$ cat src/rtl/throttle_meter_if.sv
// Bundle of the throttle meter's measured input and decoded outputs.
// The master side is the meter itself; the slave side drives slow_clk and observes the results.
interface throttle_meter_if #(
   parameter int CNT_W = 24
);
   logic             slow_clk;
   logic [2:0]       freq_num;
   logic             lvl_valid;
   logic             upd;
   logic [CNT_W-1:0] period;
   logic             stalled;
   logic             overspeed;

   modport master (
      input  slow_clk,
      output freq_num, lvl_valid, upd, period, stalled, overspeed
   );

   modport slave (
      output slow_clk,
      input  freq_num, lvl_valid, upd, period, stalled, overspeed
   );
endinterface

$ cat src/rtl/throttle_meter.sv
// Measures the period of the slow throttle square wave and decodes it back to a level 0..5.
// Optional LEVEL_CONFIRM_EN: freq_num moves only after two matching measurements.
module throttle_meter #(
   parameter int P0    = 5_000_000,
   parameter int CNT_W = 24
) (
   input  logic            CLK_50,
   input  logic            reset_n,
   throttle_meter_if.master bus
);

   localparam int TIMEOUT = (3 * P0) / 2;
   localparam int OVR     = P0 / 8;
   // Decision thresholds sit halfway between adjacent nominal periods P0/(k+1).
   localparam int B0 = (P0 * 3) / 4;
   localparam int B1 = (P0 * 5) / 12;
   localparam int B2 = (P0 * 7) / 24;
   localparam int B3 = (P0 * 9) / 40;
   localparam int B4 = (P0 * 11) / 60;

   typedef enum logic [1:0] {IDLE, MEAS, STALL} state_t;

   state_t           state;
   logic [CNT_W-1:0] cnt;
   logic             slow_p0, slow_p1, slow_p2;
   logic             rise;
   logic [CNT_W-1:0] p_meas;
   logic [2:0]       lvl_new;

   logic [2:0]       freq_num;
   logic             lvl_valid;
   logic             upd;
   logic [CNT_W-1:0] period;
   logic             stalled;
   logic             overspeed;
`ifdef LEVEL_CONFIRM_EN
   logic [2:0]       cand;
   logic             cand_vld;
`endif

   function automatic logic [2:0] decode_lvl(input logic [CNT_W-1:0] p);
      logic [2:0] l;
      if      (p >= CNT_W'(B0)) l = 3'd0;
      else if (p >= CNT_W'(B1)) l = 3'd1;
      else if (p >= CNT_W'(B2)) l = 3'd2;
      else if (p >= CNT_W'(B3)) l = 3'd3;
      else if (p >= CNT_W'(B4)) l = 3'd4;
      else                      l = 3'd5;
      return l;
   endfunction

   // Edge detect after the two synchroniser flops
   assign rise    = slow_p1 & ~slow_p2;
   assign p_meas  = cnt + CNT_W'(1);
   assign lvl_new = decode_lvl(p_meas);

   always_ff @(posedge CLK_50) begin
      if (!reset_n) begin
         state     <= IDLE;
         cnt       <= '0;
         slow_p0   <= 1'b0;
         slow_p1   <= 1'b0;
         slow_p2   <= 1'b0;
         freq_num  <= 3'd0;
         lvl_valid <= 1'b0;
         upd       <= 1'b0;
         period    <= '0;
         stalled   <= 1'b0;
         overspeed <= 1'b0;
`ifdef LEVEL_CONFIRM_EN
         cand      <= 3'd0;
         cand_vld  <= 1'b0;
`endif
      end else begin
         slow_p0 <= bus.slow_clk;
         slow_p1 <= slow_p0;
         slow_p2 <= slow_p1;
         upd     <= 1'b0;
         case (state)
            IDLE: begin
               if (rise) begin
                  state <= MEAS;
                  cnt   <= '0;
               end
            end
            MEAS: begin
               // A rise on the timeout cycle still counts as a valid measurement
               if (rise) begin
                  cnt <= '0;
                  if (p_meas < CNT_W'(OVR)) begin
                     overspeed <= 1'b1;
`ifdef LEVEL_CONFIRM_EN
                     cand_vld  <= 1'b0;
`endif
                  end else begin
                     overspeed <= 1'b0;
                     period    <= p_meas;
                     upd       <= 1'b1;
                     lvl_valid <= 1'b1;
`ifdef LEVEL_CONFIRM_EN
                     if (!lvl_valid) begin
                        freq_num <= lvl_new;
                        cand_vld <= 1'b0;
                     end else if (lvl_new == freq_num) begin
                        cand_vld <= 1'b0;
                     end else if (cand_vld && (cand == lvl_new)) begin
                        freq_num <= lvl_new;
                        cand_vld <= 1'b0;
                     end else begin
                        cand     <= lvl_new;
                        cand_vld <= 1'b1;
                     end
`else
                     freq_num  <= lvl_new;
`endif
                  end
               end else if (cnt == CNT_W'(TIMEOUT - 1)) begin
                  state     <= STALL;
                  stalled   <= 1'b1;
                  lvl_valid <= 1'b0;
`ifdef LEVEL_CONFIRM_EN
                  cand_vld  <= 1'b0;
`endif
               end else begin
                  cnt <= cnt + CNT_W'(1);
               end
            end
            STALL: begin
               if (rise) begin
                  state   <= MEAS;
                  cnt     <= '0;
                  stalled <= 1'b0;
               end
            end
            default: state <= IDLE;
         endcase
      end
   end

   assign bus.freq_num  = freq_num;
   assign bus.lvl_valid = lvl_valid;
   assign bus.upd       = upd;
   assign bus.period    = period;
   assign bus.stalled   = stalled;
   assign bus.overspeed = overspeed;

endmodule

$ cat src/flat_wrapper.sv
// flat-port wrapper written by rule: the top's interface ports become plain ports
module throttle_meter_flat 
#(
   parameter int P0    = 5_000_000,
   parameter int CNT_W = 24
)
  (CLK_50, reset_n, bus_slow_clk, bus_freq_num, bus_lvl_valid, bus_upd, bus_period, bus_stalled, bus_overspeed);
  throttle_meter_if #(.CNT_W(CNT_W)) bus_i ();
  input  logic CLK_50;
  input  logic reset_n;
  input wire logic [$bits(bus_i.slow_clk)-1:0] bus_slow_clk;
  output wire logic [$bits(bus_i.freq_num)-1:0] bus_freq_num;
  output wire logic [$bits(bus_i.lvl_valid)-1:0] bus_lvl_valid;
  output wire logic [$bits(bus_i.upd)-1:0] bus_upd;
  output wire logic [$bits(bus_i.period)-1:0] bus_period;
  output wire logic [$bits(bus_i.stalled)-1:0] bus_stalled;
  output wire logic [$bits(bus_i.overspeed)-1:0] bus_overspeed;
  assign bus_i.slow_clk = bus_slow_clk;
  assign bus_freq_num = bus_i.freq_num;
  assign bus_lvl_valid = bus_i.lvl_valid;
  assign bus_upd = bus_i.upd;
  assign bus_period = bus_i.period;
  assign bus_stalled = bus_i.stalled;
  assign bus_overspeed = bus_i.overspeed;
  throttle_meter #(.P0(P0), .CNT_W(CNT_W)) u_core (.CLK_50(CLK_50), .reset_n(reset_n), .bus(bus_i));
endmodule
$ cat config.mk
export PLATFORM = sky130hd
export DESIGN_NAME = throttle_meter_flat
export DESIGN_NICKNAME = d
export VERILOG_FILES = /design/src/rtl/throttle_meter_if.sv /design/src/rtl/throttle_meter.sv /design/src/flat_wrapper.sv
export SDC_FILE = /design/constraint.sdc
export NUM_CORES = 1
export LEC_CHECK = 0
export ABC_AREA = 1
export BUFFER_PORTS_ARGS = -buffer_cell sky130_fd_sc_hd__buf_2
export CAP_MARGIN = 15
export CORE_AREA = 10 10 88 90
export CTS_CLUSTER_DIAMETER = 120
export DETAILED_ROUTE_END_ITERATION = 7
export DIE_AREA = 0 0 98 100
export GPL_ROUTABILITY_DRIVEN = 0
export PLACE_DENSITY = 0.94
export REMOVE_ABC_BUFFERS = 1
export SLEW_MARGIN = 25
export SYNTH_ARGS = -nofsm -noshare
export SYNTH_HDL_FRONTEND = slang
export SYNTH_SLANG_ARGS = --single-unit
$ cat constraint.sdc
create_clock -name CLK_50 -period 5.42 [get_ports CLK_50]
set_clock_uncertainty 0.1 [all_clocks]
set_input_delay 1.084 -clock CLK_50 [delete_from_list [all_inputs] [get_ports CLK_50]]
set_output_delay 1.084 -clock CLK_50 [all_outputs]
set_load 0.01 [all_outputs]
==> qor.yml, run 1 <==
timing:
  fmax_mhz: 316
  fin_hold_ws_ns: 0.320
  slew_headroom_pct: 28.9
  maxSlewViolCount: 0
  timing.final.crit_share_pct: 58.3
  finalSetupViolations: 0
  tightest_slew_ns: 1.07
  hold_viol: 0
  rsz0062_at_grt: "no"
  min_period_ns: 3.16
  setup_tns_ns: 0
synth:
  yosysWarnings: 0
  synthMuxAreaShare_pct: 0
  synth_edf_count: 0
  syn-cell-area_sq_um: 3810
  ys_seq_area_share_pct: 31.5
  synthAdderAreaFrac_pct: 0.657
  synth_area_per_cell_sq_um: 6.08
  async_flop_share_pct: 0
  yosysTopAreaCellShare_pct: 31.5
  yosys_register_bits: 60
  ys_types: 28
  synthXorXnorAreaFrac_pct: 1.31
  synthFlopType: "dfxtp_1"
  ys_top_cells_by_area: "dfxtp_1 (32%), nand2_1 (25%), nor2_1 (6.3%)"
  yosysTopAreaCell: "dfxtp_1"
  synth_compound_area_share_pct: 7.75
  synthSimpleGateAreaFrac_pct: 51.1
  netlist_instances: 626
  synth_top_family_by_area: "simple AND/OR/NAND/NOR gates"
place:
  dpl_cell_area_sq_um: 3990
  io_buffers: 33
  dp_hpwl_mm: 7.82
final_layout:
  area_growth_pct: 11.0
  multi_input_comb_area_sq_um: 2320
  n_fill_cell: 513
  seq_area_sq_um: 1200
  final_util_pct: 69.0
  drive_gt1_share_pct: 16.3
  fin_nets: 662
  diodes: 0
  design_area_sq_um: 4230
critical_path:
  slowest_delay_ns: 0.47
  path_cells: "ha_1 -> nand3_1 -> inv_1 -> nand2_1 -> nor2_4 -> xor2_2 -> nor2_1 -> nand2_1 -> nor2_2 -> nand2_2 -> nand2_2 -> nor2_2 -> nor2_4 -> nor2_4 -> nand2_1 -> nand2_1"
  worstPathRequired_ns: 5.61
  crit_family: "simple AND/OR/NAND/NOR gates"
  crit_path_max_fanout: 25
  cp-end-kind: "flip-flop"
  startpoint_type: "flip-flop"
  cp_slowest_cell: "dfxtp_1"
  cp.buffers_inverters: 1
  critical_path_class: "reg -> reg"
  crit_arrival_ns: 3.36
  path_common_cell: "nand2_1"
grt:
  grt_pass1_vias: 3923
  grt_max_degree: 32
  grt_pass1_wl_mm: 18.0
  grt_antenna_before_repair: 0
  globalRouteTotalUtil_pct: 21.9
  grt_overflow: 0
die:
  fp.dieW_um: 98
  die_h_um: 100
  num_io_pins: 34
  core_region_area_sq_um: 6130
  dieArea_sq_um: 9800
  rows: 29
  start_util_pct: 62.1
outcome:
  outcome: "complete, no violations"
drt:
  avgRoutedWirePerCell_um: 14.8
  vias_per_cell: 5.80
  routed_wl_mm: 11.0
  antenna_left: 0
  post-route-drc-count: 0
  first_pass_iters: 7
  dr.first_iter.drc_count: 552
  vias: 4284
clocking:
  clk_latency_ns: 0.35
  cts_setup_buffers: 0
  cts_tree: "yes"
  cts_hold_buf: 0
  clock_path_buffers: 2
  clock-sinks: 60
  cts_buffers: 9
  h-tree-depth: 3
  cts-root-buf: "clkbuf_8"
  ctsResizeCount: 0
  clkSlewWorstSetupHoldPaths_ns: 0.07
power:
  power.leakage_uw: 0.00189
  total_power_uw: 948
  p_per_area_nw_per_um2: 224
  ir_drop_v: 0.000189
run:
  drv_cap: 0
hold_path:
  hp-class: "reg -> reg"
==> worst register-to-register path, cell delays in order (launching register included) <==
cell and delay [ns]:
dfxtp_1 0.47, ha_1 0.33, nand3_1 0.13, inv_1 0.21
nand2_1 0.15, nor2_4 0.20, xor2_2 0.24, nor2_1 0.10
nand2_1 0.13, nor2_2 0.07, nand2_2 0.08, nand2_2 0.05
nor2_2 0.13, nor2_4 0.07, nor2_4 0.46, nand2_1 0.12
nand2_1 0.09
==> registers in the layout (all words and copies together), names as in the netlist <==
name and flops:
u_core.bus.freq_num 3, u_core.bus.lvl_valid 1, u_core.bus.overspeed 1, u_core.bus.period 24, u_core.bus.stalled 1, u_core.bus.upd 1
u_core.cnt 24, u_core.slow_p0 1, u_core.slow_p1 1, u_core.slow_p2 1, u_core.state 2
==> power breakdown <==
part / internal (uW) / total [uW] / switching (uW)
clock network: 285 / 479 / 195
registers: 442 / 444 / 1.51
logic: 4.24 / 24.5 / 20.2
total: 731 / 948 / 217
==> through the flow <==
step           cells  worst slack (ns)
2_1_floorplan    613              2.87
3_3_place_gp     723              2.52
3_5_place_dp     723              2.39
4_1_cts          739              2.29
5_1_grt          739              1.91
6_report         739              2.26
==> layout make-up <==
cell class / instances / area share, %
sequential: 60 / 28.4
clock buffer: 11 / 3.58
timing repair buffer: 33 / 3.91
tap: 77 / 2.28
clock inverter: 5 / 1.98
inverter: 56 / 4.97
multi-input combinational: 497 / 54.9
==> routing by layer <==
metal	track usage [%]	wire [um]	vias to the layer above
met5	0	0	-
met2	35.2	5010	297
li1	-	-	2037
met4	12.6	535	0
met3	6.39	1180	58
met1	25.5	4240	1892
==> final timing paths <==
check / startpoint / endpoint / slack (ns) / cells past startpoint
max reg2reg: u_core.cnt[0] / u_core.bus.period[11] / 2.26 / 16
max: u_core.cnt[0] / u_core.bus.period[11] / 2.26 / 16
min reg2reg: u_core.slow_p0 / u_core.slow_p1 / 0.32 / 2
min: u_core.slow_p0 / u_core.slow_p1 / 0.32 / 2
==> placed cells by master, fill, tap and decap left out, types with 2 or more instances in the layout <==
| master | synthesis | layout |
|---|---|---|
| nor4_1 | 5 | 5 |
| nand3_2 | 2 | 2 |
| xor2_2 | 2 | 2 |
| o21bai_1 | 3 | 3 |
| a22oi_1 | 4 | 4 |
| a21oi_1 | 35 | 35 |
| nand4_1 | 14 | 14 |
| clkbuf_8 | 0 | 11 |
| nand2_1 | 250 | 250 |
| buf_2 | 0 | 33 |
| ha_1 | 2 | 2 |
| inv_2 | 2 | 2 |
| clkinvlp_4 | 0 | 2 |
| inv_1 | 54 | 54 |
| nand3_1 | 44 | 44 |
| bufinv_16 | 0 | 2 |
| o21ai_0 | 9 | 9 |
| nor2_4 | 11 | 11 |
| nor3_1 | 5 | 5 |
| nor2_1 | 64 | 63 |
| o21ai_1 | 3 | 3 |
| nor2_2 | 16 | 17 |
| dfxtp_1 | 60 | 60 |
| nand2_2 | 23 | 23 |
==> Yosys cell counts (3+ instances only) <==
master	count
nor4_1	5
nor3_1	5
nor2_4	11
a22oi_1	4
a21oi_1	35
nor2_2	16
nor2_1	64
o21ai_0	9
o21ai_1	3
nand3_1	44
clkbuf_1	7
nand2_2	23
nand2_1	250
o21bai_1	3
inv_1	54
buf_4	4
nand4_1	14
dfxtp_1	60
==> cells by family (layout without fill, tap and decap cells) <==
group	count (synthesis)	after routing
adder cells (fa/ha/maj)	2	2
XOR/XNOR	4	4
AO/OA/AOI/OAI	55	55
flip-flops	60	60
AND/OR/NAND/NOR	436	436
buffers and inverters	69	105
No activity file was read; power rests on OpenSTA's default activity.
==> run 2, diff against run 1 <==
--- a/config.mk
+++ b/config.mk
@@ -5,15 +5,15 @@
 export SDC_FILE = /design/constraint.sdc
 export NUM_CORES = 1
 export LEC_CHECK = 0
-export ABC_AREA = 1
+export ABC_AREA = 0
 export BUFFER_PORTS_ARGS = -buffer_cell sky130_fd_sc_hd__buf_2
 export CAP_MARGIN = 15
-export CORE_AREA = 10 10 88 90
+export CORE_AREA = 10 10 94 96
 export CTS_CLUSTER_DIAMETER = 120
 export DETAILED_ROUTE_END_ITERATION = 7
-export DIE_AREA = 0 0 98 100
+export DIE_AREA = 0 0 104 106
 export GPL_ROUTABILITY_DRIVEN = 0
-export PLACE_DENSITY = 0.94
+export PLACE_DENSITY = 0.85
 export REMOVE_ABC_BUFFERS = 1
 export SLEW_MARGIN = 25
 export SYNTH_ARGS = -nofsm -noshare
==> constraint.sdc (replaced) <==
create_clock -name CLK_50 -period 2.8 [get_ports CLK_50]
set_clock_uncertainty 0.1 [all_clocks]
set_input_delay 0.56 -clock CLK_50 [delete_from_list [all_inputs] [get_ports CLK_50]]
set_output_delay 0.56 -clock CLK_50 [all_outputs]
set_load 0.01 [all_outputs]
==> qor.yml, run 2 <==
timing:
  fin_hold_ws_ns: 0.321
  maxSlewViolCount: 0
  fmax_mhz: 341
  setup_slack_ns: -0.133
  hold_viol: 0
  min_period_ns: 2.93
  timing.final.crit_share_pct: 105
  setup_tns_ns: -2.49
  tightest_slew_ns: 0.886
  slew_headroom_pct: 40.8
  rsz0062_at_grt: "yes"
  finalSetupViolations: 28
grt:
  grt_antenna_before_repair: 0
  grt_pass1_vias: 3827
  globalRouteTotalUtil_pct: 20.6
  grt_pass1_wl_mm: 18.9
  grt_overflow: 0
  grt_max_degree: 54
final_layout:
  reg_top3: "u_core.bus.period: 24 flops, u_core.cnt: 24 flops, u_core.bus.freq_num: 3 flops"
  drive_gt1_share_pct: 32.1
  fin_nets: 548
  mostFrequentLayoutCell: "buf_4"
  seq_area_sq_um: 1220
  multi_input_comb_area_sq_um: 2410
  diodes: 0
  layout_common_cells: "buf_4 (67), nor2_1 (66), dfxtp_1 (49)"
  n_fill_cell: 491
  area_growth_pct: 31.9
critical_path:
  reg2reg_from: "u_core.cnt[17]"
  critical_path_class: "reg -> reg"
  crit_path_max_fanout: 6
  crit_arrival_ns: 3.04
  r2r_end: "u_core.bus.period[6]"
  ff2ff_path_depth: 10
  startpoint_type: "flip-flop"
  worstPathRequired_ns: 2.91
  critPathLaunch: "u_core.cnt[17]"
  cp-end-kind: "flip-flop"
  regToRegSetupSlack_ns: -0.13
synth:
  ys_top_cells_by_area: "dfxtp_1 (33%), nor2_1 (6.9%), mux2i_1 (4.9%)"
  yosysTopAreaCell: "dfxtp_1"
  yosys_register_bits: 60
  yosysWarnings: 0
  synth_edf_count: 0
  synth_area_per_cell_sq_um: 7.89
  netlist_instances: 468
  ys_types: 66
  async_flop_share_pct: 0
  synthFlopType: "dfxtp_1"
  synth.most_common_cell: "nor2_1"
  syn-cell-area_sq_um: 3690
  netlist_top_cells_count: "nor2_1 (68), dfxtp_1 (60), a21oi_1 (29)"
  yosysTopAreaCellShare_pct: 32.5
  ys_seq_area_share_pct: 32.5
drt:
  post-route-drc-count: 1
  vias: 4431
  dr.first_iter.drc_count: 987
  routed_wl_mm: 13.8
  first_pass_iters: 8
  antenna_left: 0
  avgRoutedWirePerCell_um: 21.4
  vias_per_cell: 6.85
outcome:
  failed_checks: "DRC, setup timing"
  outcome: "finished with violations"
clocking:
  cts_tree: "yes"
  clk_latency_ns: 0.36
  cts-root-buf: "clkbuf_8"
  cts_buffers: 9
  clock_path_buffers: 2
  cts_hold_buf: 0
  clkSlewWorstSetupHoldPaths_ns: 0.07
  clock-sinks: 60
  h-tree-depth: 3
die:
  num_io_pins: 34
  core_region_area_sq_um: 7060
  fp.dieW_um: 104
  rows: 31
  start_util_pct: 52.3
  die_h_um: 106
  dieArea_sq_um: 11000
power:
  power.leakage_uw: 0.00191
  p_per_area_nw_per_um2: 396
  ir_drop_v: 0.000366
hold_path:
  holdPathEnd: "u_core.slow_p0"
  whs_path_depth: 2
  hp-class: "in -> reg"
  worstHoldStart: "bus_slow_clk"
place:
  dpl_worst_slack_ns: -0.124
  io_buffers: 33
  dp_hpwl_mm: 8.00
run:
  drv_cap: 0
run 2: cell types whose count changed after synthesis, sizes merged, moves of 8 or more:
cell    delta
inv       -48
xnor2     +15
xor2       +8
nand2    -251
nand3b     +8
nand3     -22
nor3      +12
a211oi    +10
mux2i     +18
buf       +13
clkbuf    +18
nor2      -21
run 2: worst max-delay path by stage:
stage | endpoint | depth (start not counted)
after global routing | u_core.bus.period[21] | 10
after CTS | u_core.bus.freq_num[0] | 8
after detailed placement | u_core.bus.period[6] | 9
after global placement | u_core.bus.period[6] | 9
final | u_core.bus.period[6] | 10
after floorplan | u_core.bus.freq_num[1] | 9
run 2: logic make-up after synthesis:
logic type / synth area share (%)
compound gates: 19.7
xor+xnor: 6.61
fa+ha+maj: 0.678
buf+inv: 6.17
flops: 32.5
mux: 5.49
simple gates: 28.9
run 2: power breakdown:
| part | switching, uW | total (uW) | internal, uW |
|---|---|---|---|
| clock | 361 | 1000 | 639 |
| sequential | 2.84 | 856 | 853 |
| combinational | 50.0 | 70.7 | 20.7 |
| total | 414 | 1930 | 1510 |
run 2: worst max-delay path, stage by stage, from the launching register on:
cell and delay [ns]:
dfxtp_2 0.41, nand3_1 0.19, nor4_2 0.43, and4_1 0.32
mux2_2 0.41, o211ai_1 0.20, o2bb2ai_4 0.16, buf_12 0.15
buf_12 0.14, mux2i_2 0.22, nor2_1 0.05
run 2: per-layer routing:
metal | vias up | wire [um] | track usage, %
met5 | - | 0 | 0
met4 | 0 | 860 | 12.2
met3 | 125 | 2010 | 6.76
met2 | 444 | 6140 | 33.6
met1 | 2026 | 4830 | 23.1
li1 | 1836 | - | -
run 2: what timing repair did:
item / in CTS / in global routing
endpoints found under the hold margin: 0 / 0
pin swaps: 1 / 18
setup buffers: 0 / 13
resized for setup: 11 / 37
gates cloned: 0 / 3
endpoints found under the setup margin: 28 / 29
run 2: per-stage QoR:
step | instances | area [sq um] | util (%) | total power, uW
final | 647 | 4870 | 69.0 | 1930
after global routing | 647 | 4870 | 69.0 | 1970
after CTS | 631 | 4560 | 64.6 | 1910
after detailed placement | 615 | 4260 | 60.4 | 941
after global placement | 615 | 4260 | 60.4 | 938
after floorplan | 424 | 3490 | - | 913
run 2: layout make-up:
cell class / count / area share [%]
Clock buffer: 12 / 3.19
Tap cell: 99 / 2.54
Timing Repair Buffer: 108 / 17.0
Sequential cell: 60 / 25.2
Clock inverter: 4 / 1.95
Multi-Input combinational cell: 356 / 49.6
Inverter: 8 / 0.617
==> run 3, diff against run 2 <==
--- a/config.mk
+++ b/config.mk
@@ -5,15 +5,15 @@
 export SDC_FILE = /design/constraint.sdc
 export NUM_CORES = 1
 export LEC_CHECK = 0
-export ABC_AREA = 0
-export BUFFER_PORTS_ARGS = -buffer_cell sky130_fd_sc_hd__buf_2
+export ABC_AREA = 1
 export CAP_MARGIN = 15
-export CORE_AREA = 10 10 94 96
+export CORE_AREA = 10 10 93 95
 export CTS_CLUSTER_DIAMETER = 120
 export DETAILED_ROUTE_END_ITERATION = 7
-export DIE_AREA = 0 0 104 106
+export DIE_AREA = 0 0 103 105
+export DONT_BUFFER_PORTS = 1
 export GPL_ROUTABILITY_DRIVEN = 0
-export PLACE_DENSITY = 0.85
+export PLACE_DENSITY = 0.84
 export REMOVE_ABC_BUFFERS = 1
 export SLEW_MARGIN = 25
 export SYNTH_ARGS = -nofsm -noshare
==> constraint.sdc (replaced) <==
create_clock -name CLK_50 -period 2.8 [get_ports CLK_50]
set_clock_uncertainty 0.1 [all_clocks]
set_input_delay 0.28 -clock CLK_50 [delete_from_list [all_inputs] [get_ports CLK_50]]
set_output_delay 0.28 -clock CLK_50 [all_outputs]
set_load 0.01 [all_outputs]
==> qor.yml, run 3 (synthesized netlist as in run 1, its figures left out) <==
power:
  ir_drop_v: 0.000247
  swShare_pct: 23.0
  p_comb_share_pct: 3.3
  total_power_uw: 1730
  p_int_uw: 1330
  p_clk_share_pct: 46.9
  p_sw_uw: 398
  p_seq_share_pct: 49.7
  power.leakage_uw: 0.00181
  p_per_area_nw_per_um2: 405
final_layout:
  diodes: 0
  seq_area_sq_um: 1210
  drive_gt1_share_pct: 16.5
  n_fill_cell: 575
  design_area_sq_um: 4260
  mostFrequentLayoutCell: "nand2_1"
  reg_top3: "u_core.bus.period: 24 flops, u_core.cnt: 24 flops, u_core.bus.freq_num: 3 flops"
  layout_common_cells: "nand2_1 (249), nor2_1 (62), inv_1 (53), dfxtp_1 (53), nand3_1 (42)"
  area_growth_pct: 11.9
  final_util_pct: 63.1
  fin_nets: 648
  multi_input_comb_area_sq_um: 2370
  fin_cells: 728
timing:
  finalSetupViolations: 0
  maxSlewViolCount: 0
  slew_headroom_pct: 66.2
  timing.final.crit_share_pct: 96.0
  tightest_slew_ns: 0.502
  fmax_mhz: 372
  fin_hold_ws_ns: 0.214
  min_period_ns: 2.69
  hold_viol: 0
drt:
  avgRoutedWirePerCell_um: 15.5
  vias_per_cell: 5.96
  routed_wl_mm: 11.3
  dr.first_iter.drc_count: 677
  vias: 4338
  antenna_left: 0
  post-route-drc-count: 0
  first_pass_iters: 8
die:
  core_region_area_sq_um: 6760
  num_io_pins: 34
  rows: 30
  fp.dieW_um: 103
  dieArea_sq_um: 10800
  start_util_pct: 56.4
  die_h_um: 105
critical_path:
  cp-end-kind: "flip-flop"
  r2r_end: "u_core.bus.period[3]"
  cp.buffers_inverters: 2
  ff2ff_path_depth: 16
  reg2reg_from: "u_core.cnt[0]"
  crit_family: "simple AND/OR/NAND/NOR gates"
  worstPathRequired_ns: 2.94
  critPathLaunch: "u_core.cnt[0]"
  crit_arrival_ns: 2.83
  cp.depth: 16
  crit_path_max_fanout: 25
  critical_path_class: "reg -> reg"
  path_cells: "ha_4 -> nand3_1 -> nor2_4 -> buf_4 -> nand3_1 -> nand2_1 -> nand4_1 -> nor2_2 -> nand3_1 -> nor2_2 -> nor2_2 -> nor2_4 -> nor2_4 -> buf_12 -> nand2_1 -> nand2_1"
  startpoint_type: "flip-flop"
  slowest_delay_ns: 0.38
  worstSetupEndpoint: "u_core.bus.period[3]"
  regToRegSetupSlack_ns: 0.11
  cp_slowest_cell: "dfxtp_1"
clocking:
  h-tree-depth: 3
  clock-sinks: 60
  clock_path_buffers: 2
  clkSlewWorstSetupHoldPaths_ns: 0.07
  cts_buffers: 9
  cts-root-buf: "clkbuf_8"
  clk_latency_ns: 0.35
  cts_tree: "yes"
grt:
  grt_pass1_wl_mm: 18.0
  globalRouteTotalUtil_pct: 20.3
  grt_pass1_vias: 3884
  grt_overflow: 0
  grt_antenna_before_repair: 0
  grt_max_degree: 31
place:
  dpl_cell_area_sq_um: 3930
  dp_hpwl_mm: 8.07
  io_buffers: 0
  placed_cells: 705
run:
  drv_cap: 0
hold_path:
  hp-class: "in -> reg"
outcome:
  outcome: "complete, no violations"
==> run 3: power groups by stage <==
| stage | Sequential (uW) | Clock, uW | Combinational [uW] |
|---|---|---|---|
| floorplan | 878 | 0 | 30.8 |
| global placement | 878 | 0 | 52.9 |
| detailed placement | 878 | 0 | 53.6 |
| CTS | 858 | 813 | 56.8 |
| global route | 859 | 849 | 63.9 |
| finish | 859 | 811 | 57.5 |
==> run 3: what timing repair did <==
| item | 4_1_cts | 5_1_grt |
|---|---|---|
| endpoints found under the setup margin | 18 | 29 |
| buffers inserted | 0 | 5 |
| hold buffers | 2 | 0 |
| resized for setup | 2 | 21 |
| endpoints found under the hold margin | 5 | 0 |
| pin swaps | 0 | 4 |
==> run 3: through the flow <==
stage               TNS, ns  setup slack (ns)
finish                    0             0.111
global route        -0.0174           -0.0174
CTS                       0           0.00512
detailed placement        0            0.0469
global placement          0             0.132
floorplan                 0             0.246
==> run 3: worst min-delay path by stage <==
stage	end	cells after the start	from	slack [ns]
3_5_place_dp	u_core.slow_p0	2	reset_n	0.28
3_3_place_gp	u_core.slow_p1	2	reset_n	0.27
5_1_grt	u_core.bus.upd	4	reset_n	0.28
6_report	u_core.bus.upd	4	reset_n	0.21
2_1_floorplan	u_core.slow_p0	2	reset_n	0.27
4_1_cts	u_core.bus.upd	4	reset_n	0.22
==> run 3: worst register-to-register path: stages (launching register included) <==
cell and delay, ns:
dfxtp_1 0.38, ha_4 0.18, nand3_1 0.16, nor2_4 0.19
buf_4 0.13, nand3_1 0.06, nand2_1 0.23, nand4_1 0.15
nor2_2 0.19, nand3_1 0.13, nor2_2 0.13, nor2_2 0.07
nor2_4 0.14, nor2_4 0.05, buf_12 0.17, nand2_1 0.07
nand2_1 0.06
==> run 3: final cells by class <==
type	instances	area share, %
Clock inverter	4	1.12
Timing Repair Buffer	19	3.76
Tap cell	80	2.35
Multi-Input combinational cell	497	55.7
Inverter	56	4.99
Clock buffer	12	3.64
Sequential cell	60	28.4
==> run 3: routing by layer <==
layer / vias to the layer above / share of wire (%) / wire (um) / global-route usage [%]
met5: - / 0 / 0 / 0
met3: 94 / 11 / 1270 / 5.60
met1: 1897 / 38 / 4280 / 24.2
li1: 2012 / - / - / -
met4: 0 / 6.2 / 698 / 10.6
met2: 335 / 45 / 5050 / 32.2
